## src/rtl/vagas_pkg.sv

```systemverilog
// Shared constants, types and helpers for the parking-spot debounce/scan front end.
package vagas_pkg;

    localparam int unsigned N_VAGAS        = 8;
    localparam int unsigned CNT_W          = 4;
    localparam int unsigned DEB_CYCLES_DEF = 500000;
    localparam int unsigned SCAN_DIV_DEF   = 25000;

    typedef logic [N_VAGAS-1:0] vagas_t;

    function automatic logic [CNT_W-1:0] popcount8(input vagas_t v);
        logic [CNT_W-1:0] c;
        c = '0;
        for (int i = 0; i < N_VAGAS; i++) begin
            c = c + CNT_W'(v[i]);
        end
        return c;
    endfunction

endpackage

```

## src/rtl/vagas_debounce_scan_if.sv

```systemverilog
// Switch inputs and occupancy/scan outputs between the debounce stage and the matrix.
interface vagas_debounce_scan_if;
    import vagas_pkg::*;

    vagas_t           ch_raw;
    vagas_t           vaga_q;
    logic             scan_sel;
    logic [CNT_W-1:0] n_ocup;
    logic             lotado;
    logic             vazio;
    logic             entrada;
    logic             saida;

    modport master (
        output ch_raw,
        input  vaga_q, scan_sel, n_ocup, lotado, vazio, entrada, saida
    );

    modport slave (
        input  ch_raw,
        output vaga_q, scan_sel, n_ocup, lotado, vazio, entrada, saida
    );

endinterface

```

## src/rtl/debounce_bit.sv

```systemverilog
// Two-flop synchroniser plus mismatch counter for a single switch.
module debounce_bit #(
    parameter int unsigned DEB_CYCLES = 500000
) (
    input  logic clk,
    input  logic rst_n,
    input  logic i_raw,
    output logic o_q
);

    localparam int unsigned     DebW   = (DEB_CYCLES > 1) ? $clog2(DEB_CYCLES) : 1;
    localparam logic [DebW-1:0] DebMax = DebW'(DEB_CYCLES - 1);

    logic            r_meta;
    logic            r_sync;
    logic            r_q;
    logic [DebW-1:0] r_cnt;

    always_ff @(posedge clk) begin
        if (!rst_n) begin
            r_meta <= 1'b0;
            r_sync <= 1'b0;
            r_q    <= 1'b0;
            r_cnt  <= '0;
        end else begin
            r_meta <= i_raw;
            r_sync <= r_meta;
            // Any return to the accepted level restarts the count.
            if (r_sync == r_q) begin
                r_cnt <= '0;
            end else if (r_cnt == DebMax) begin
                r_q   <= r_sync;
                r_cnt <= '0;
            end else begin
                r_cnt <= r_cnt + DebW'(1);
            end
        end
    end

    assign o_q = r_q;

endmodule

```

## src/rtl/vagas_debounce_scan.sv

```systemverilog
// Debounces 8 spot switches, derives occupancy statistics and generates the matrix scan select.
module vagas_debounce_scan
    import vagas_pkg::*;
#(
    parameter int unsigned DEB_CYCLES = DEB_CYCLES_DEF,
    parameter int unsigned SCAN_DIV   = SCAN_DIV_DEF
) (
    input logic                  clk,
    input logic                  rst_n,
    vagas_debounce_scan_if.slave bus
);

    localparam int unsigned    ScW   = (SCAN_DIV > 1) ? $clog2(SCAN_DIV) : 1;
    localparam logic [ScW-1:0] ScMax = ScW'(SCAN_DIV - 1);

    vagas_t           w_vaga;
    logic [CNT_W-1:0] w_pop;

    for (genvar gi = 0; gi < N_VAGAS; gi++) begin : g_deb
        debounce_bit #(
            .DEB_CYCLES (DEB_CYCLES)
        ) u_deb (
            .clk   (clk),
            .rst_n (rst_n),
            .i_raw (bus.ch_raw[gi]),
            .o_q   (w_vaga[gi])
        );
    end

    assign w_pop = popcount8(w_vaga);

    vagas_t           r_prev;
    logic [CNT_W-1:0] r_n_ocup;
    logic             r_lotado;
    logic             r_vazio;
    logic             r_entrada;
    logic             r_saida;

    always_ff @(posedge clk) begin
        if (!rst_n) begin
            r_prev    <= '0;
            r_n_ocup  <= '0;
            r_lotado  <= 1'b0;
            r_vazio   <= 1'b1;
            r_entrada <= 1'b0;
            r_saida   <= 1'b0;
        end else begin
            r_prev    <= w_vaga;
            r_n_ocup  <= w_pop;
            r_lotado  <= (w_pop == CNT_W'(N_VAGAS));
            r_vazio   <= (w_pop == '0);
            r_entrada <= |(w_vaga & ~r_prev);
            r_saida   <= |(~w_vaga & r_prev);
        end
    end

    logic [ScW-1:0] r_sc;
    logic           r_scan;

    always_ff @(posedge clk) begin
        if (!rst_n) begin
            r_sc   <= '0;
            r_scan <= 1'b0;
        end else if (r_sc == ScMax) begin
            r_sc   <= '0;
            r_scan <= ~r_scan;
        end else begin
            r_sc <= r_sc + ScW'(1);
        end
    end

    assign bus.vaga_q   = w_vaga;
    assign bus.scan_sel = r_scan;
    assign bus.n_ocup   = r_n_ocup;
    assign bus.lotado   = r_lotado;
    assign bus.vazio    = r_vazio;
    assign bus.entrada  = r_entrada;
    assign bus.saida    = r_saida;

endmodule

```

## src/flat_wrapper.sv

```systemverilog
// flat-port wrapper written by rule: the top's interface ports become plain ports
module vagas_debounce_scan_flat import vagas_pkg::*;
#(
    parameter int unsigned DEB_CYCLES = DEB_CYCLES_DEF,
    parameter int unsigned SCAN_DIV   = SCAN_DIV_DEF
)
  (clk, rst_n, bus_ch_raw, bus_vaga_q, bus_scan_sel, bus_n_ocup, bus_lotado, bus_vazio, bus_entrada, bus_saida);
  vagas_debounce_scan_if bus_i ();
  input logic clk;
  input logic rst_n;
  input wire logic [$bits(bus_i.ch_raw)-1:0] bus_ch_raw;
  output wire logic [$bits(bus_i.vaga_q)-1:0] bus_vaga_q;
  output wire logic [$bits(bus_i.scan_sel)-1:0] bus_scan_sel;
  output wire logic [$bits(bus_i.n_ocup)-1:0] bus_n_ocup;
  output wire logic [$bits(bus_i.lotado)-1:0] bus_lotado;
  output wire logic [$bits(bus_i.vazio)-1:0] bus_vazio;
  output wire logic [$bits(bus_i.entrada)-1:0] bus_entrada;
  output wire logic [$bits(bus_i.saida)-1:0] bus_saida;
  assign bus_i.ch_raw = bus_ch_raw;
  assign bus_vaga_q = bus_i.vaga_q;
  assign bus_scan_sel = bus_i.scan_sel;
  assign bus_n_ocup = bus_i.n_ocup;
  assign bus_lotado = bus_i.lotado;
  assign bus_vazio = bus_i.vazio;
  assign bus_entrada = bus_i.entrada;
  assign bus_saida = bus_i.saida;
  vagas_debounce_scan #(.DEB_CYCLES(DEB_CYCLES), .SCAN_DIV(SCAN_DIV)) u_core (.clk(clk), .rst_n(rst_n), .bus(bus_i));
endmodule
```

## config.mk

```make
export PLATFORM = sky130hd
export DESIGN_NAME = vagas_debounce_scan_flat
export DESIGN_NICKNAME = d
export VERILOG_FILES = /design/src/rtl/vagas_pkg.sv /design/src/rtl/vagas_debounce_scan_if.sv /design/src/rtl/debounce_bit.sv /design/src/rtl/vagas_debounce_scan.sv /design/src/flat_wrapper.sv
export SDC_FILE = /design/constraint.sdc
export NUM_CORES = 1
export LEC_CHECK = 0
export CAP_MARGIN = 20
export CORE_MARGIN = 2
export CORE_UTILIZATION = 49
export CTS_CLUSTER_DIAMETER = 60
export DETAILED_ROUTE_END_ITERATION = 12
export GPL_ROUTABILITY_DRIVEN = 1
export PLACE_DENSITY = 0.66
export SLEW_MARGIN = 30
export SYNTH_ARGS = -nofsm -noshare
export SYNTH_HDL_FRONTEND = slang
export SYNTH_HIERARCHICAL = 1
export SYNTH_SLANG_ARGS = --single-unit
```

## constraint.sdc

```tcl
create_clock -name clk -period 5.9 [get_ports clk]
set_clock_uncertainty 0.2 [all_clocks]
set_input_delay 0.885 -clock clk [delete_from_list [all_inputs] [get_ports clk]]
set_output_delay 0.885 -clock clk [all_outputs]
set_load 0.02 [all_outputs]
```

==> impl_metrics.tcl <==
set metrics [dict create \
    drive_gt1_share_pct 7.06 \
    cts.sinks 208 \
    whs_endpoint "u_core/g_deb[7].u_deb/r_sync$_SDFF_PN0_" \
    diodes 0 \
    die_area_um2 20100 \
    setup_violations 0 \
    synth_cells 1020 \
    gr-total-overflow 0 \
    antenna_found_initial 0 \
    cts_resized 0 \
    ys_types 35 \
    final_core_util_pct 56.5 \
    slew_headroom_pct 54.5 \
    r2r_slack_ns 2.38 \
    critical_path_required_ns 6.13 \
    detail-route-antenna-nets 0 \
    globalplace.congestion 0.817 \
    grt_max_degree 47 \
    die-height_um 142 \
    synth.area.top_cells "dfxtp_1, xnor2_1, nor2_1" \
    wl_per_cell_um 13.0 \
    grt_pass1_wl_um 30000 \
    yosysSeqAreaShare_pct 44.9 \
    cellPowerDensity_nw_per_um2 281 \
    wl_um 17100 \
    h-tree-depth 1 \
    r2r_end "u_core/bus.lotado$_SDFF_PN0_" \
    async_reset_ff_share_pct 0 \
    finalSetupTns_ns 0 \
    fmax_ghz 0.284 \
    timing.final.hold_violations 0 \
    die_width_um 142 \
    maxCapViolCount 0 \
    cts.clk_slew.worst_paths_ns 0.06 \
    dp_slack_ns 2.38 \
    hold_slack_ns 0.232 \
    min_path_cells 1 \
    clock_path_buffers 3 \
    io_pins 27 \
    r2r_start "u_core/g_deb[0].u_deb/o_q$_SDFFE_PN0P_" \
    crit_arrival_ns 3.75 \
    period_share_pct 59.7 \
    num_rows 50 \
    coreArea_um2 18600 \
    path_class "reg2reg" \
    post-route-worst-setup-slack_ns 2.38 \
    critPathCaptureType "flip-flop" \
    yosysTopAreaCell "dfxtp_1" \
    drt_iter0_drc 409 \
    startpoint_type "flip-flop" \
    tightest_slew_ns 0.682 \
    yosysWarnings 6 \
    clock_latency_ns 0.51 \
    cts.root.buffer_cell "clkbuf_16" \
    cts_tree "yes" \
    min_from "u_core/g_deb[7].u_deb/r_meta$_SDFF_PN0_" \
    synth_top_area_share_pct 44.9 \
    portBuffers 26 \
    cts_made_buffers 24 \
    synth_seq_cells 208 \
    irDropWorstVdd_mv 0.178 \
    start_util_pct 49.8 \
    yosys_most_used_dff "dfxtp_1" \
    via_count 7040 \
    period_minus_slack_ns 3.52 \
    finalNetCount 1087 \
    hp-class "reg2reg" \
    path_max_fanout 5 \
    vias_per_cell 5.37 \
    cts_setup_buffers 0 \
    r2r_cells 11 \
    report.final.slew_viol_count 0 \
    grt_pass1_vias 6546 \
    synth_nets 1046 \
    drc 0 \
    syn_area_um2 9280 \
    rsz0062_at_grt "false" \
    synth_area_per_cell_um2 9.10 \
    first_pass_iters 4 \
    track_usage_pct 17.5 \
    syn2layout_area_growth_pct 13.6 \
    synth_edf_count 0 \
    status "completed" \
    dpl.hpwl_um 11500 \
    ctsHoldBuffers 0 \
    p_leak_nw 3.21 \
]
==> synth_stat cells, types with 8 or more instances <==
cell type,number
nor3_1,23
xnor2_1,77
and2_1,34
and4_1,16
nand4_1,53
a21oi_1,34
ha_1,12
o21bai_4,8
nor3b_1,8
nand3_1,76
nand2_1,60
xor2_1,50
inv_1,35
dfxtp_1,208
buf_6,10
nand4bb_1,8
or4_4,9
or4_1,16
or3b_2,9
or2_2,8
o21ai_0,16
nor4_1,27
nor2_1,165
or3_1,16
mux2i_1,16
o31ai_1,8
==> critical path, cell delays in order, from the launching register on <==
cell	delay [ns]
dfxtp_1	0.36
fa_1	0.54
inv_1	0.04
fa_1	0.49
fa_1	0.41
inv_1	0.07
ha_1	0.15
inv_1	0.06
fa_1	0.38
xnor2_1	0.15
or3b_2	0.46
nor3_1	0.14
==> state kept, by name, summed over array words and instances, names as in the netlist <==
register,count
u_core/g_deb.u_deb/r_cnt,152
u_core/r_sc,15
u_core/g_deb.u_deb/r_sync,8
u_core/bus.n_ocup,4
u_core/bus.scan_sel,1
u_core/bus.entrada,1
u_core/bus.saida,1
u_core/bus.vazio,1
u_core/r_prev,8
u_core/g_deb.u_deb/r_meta,8
u_core/g_deb.u_deb/o_q,8
u_core/bus.lotado,1
==> power breakdown <==
part	switching [mW]	internal, mW	leakage, nW
Clock	0.558	0.955	0.409
Combinational	0.0208	0.0146	1.12
Sequential	0.00538	1.41	1.68
Total	0.584	2.38	3.21
==> worst max path at each step <==
| stage | from | endpoint | slack (ns) | cells after the start |
|---|---|---|---|---|
| after floorplan | u_core/g_deb[0].u_deb/o_q$_SDFFE_PN0P_ | u_core/bus.vazio$_SDFF_PN1_ | 2.43 | 11 |
| after global placement | u_core/g_deb[0].u_deb/o_q$_SDFFE_PN0P_ | u_core/bus.vazio$_SDFF_PN1_ | 2.45 | 11 |
| after detailed placement | u_core/g_deb[0].u_deb/o_q$_SDFFE_PN0P_ | u_core/bus.vazio$_SDFF_PN1_ | 2.38 | 11 |
| after CTS | u_core/g_deb[0].u_deb/o_q$_SDFFE_PN0P_ | u_core/bus.lotado$_SDFF_PN0_ | 2.36 | 11 |
| after global routing | u_core/g_deb[0].u_deb/o_q$_SDFFE_PN0P_ | u_core/bus.lotado$_SDFF_PN0_ | 2.21 | 11 |
| final | u_core/g_deb[0].u_deb/o_q$_SDFFE_PN0P_ | u_core/bus.lotado$_SDFF_PN0_ | 2.38 | 11 |
==> per-layer routing <==
metal	up-vias	global-route usage, %	share of wire (%)
li1	3675	-	-
met1	3258	23.8	48
met2	78	28.9	46
met3	29	2.83	3.1
met4	0	5.00	2.4
met5	-	0	0
==> cell usage in the layout (no fill, tap or decap), types with 2 or more instances in the layout <==
| cell | instances |
|---|---|
| nor4_1 | 27 |
| or2_2 | 8 |
| clkdlybuf4s50_1 | 25 |
| bufinv_16 | 2 |
| nand3_1 | 76 |
| xnor2_1 | 77 |
| o22ai_1 | 4 |
| a21oi_1 | 34 |
| nor3_1 | 23 |
| o31ai_1 | 8 |
| o21ai_0 | 16 |
| and2_1 | 34 |
| a22oi_1 | 4 |
| nor3b_1 | 8 |
| or4_4 | 9 |
| o21bai_4 | 8 |
| ha_1 | 12 |
| nand2_1 | 60 |
| or4_1 | 16 |
| clkbuf_16 | 25 |
| nand4bb_1 | 8 |
| fa_1 | 4 |
| or3b_2 | 9 |
| nand4_1 | 53 |
| mux2i_1 | 16 |
| clkbuf_8 | 8 |
| nor2_1 | 165 |
| or3_1 | 16 |
| clkbuf_1 | 2 |
| clkinv_2 | 2 |
| inv_1 | 35 |
| xor2_1 | 50 |
| dfxtp_1 | 208 |
| and4_1 | 16 |
==> area by class of cell <==
type,instances,area [µm²]
multi-input cells,766,4870
well taps,234,293
clock buffers,35,743
repair buffers,26,255
fillers,1666,8100
clock inverters,6,86.3
inverters,35,131
flip-flops and latches,208,4160
==> kinds of logic (layout without fill, tap and decap cells) <==
group | after synthesis | after routing | synth area share (%)
xor+xnor | 127 | 127 | 12.0
compound gates | 75 | 75 | 5.65
fa+ha+maj | 16 | 16 | 2.48
flops | 208 | 208 | 44.9
simple gates | 532 | 532 | 30.6
mux | 16 | 16 | 1.73
buf+inv | 46 | 102 | 2.67
==> stage by stage <==
step                cells  power, mW  cell area (µm²)
floorplan            1020       1.47             9280
global placement     1269       1.49             9710
detailed placement   1269       1.49             9710
CTS                  1310       3.01            10500
global route         1310       3.08            10500
finish               1310       2.97            10500
Power figures use the tool's default switching activity.
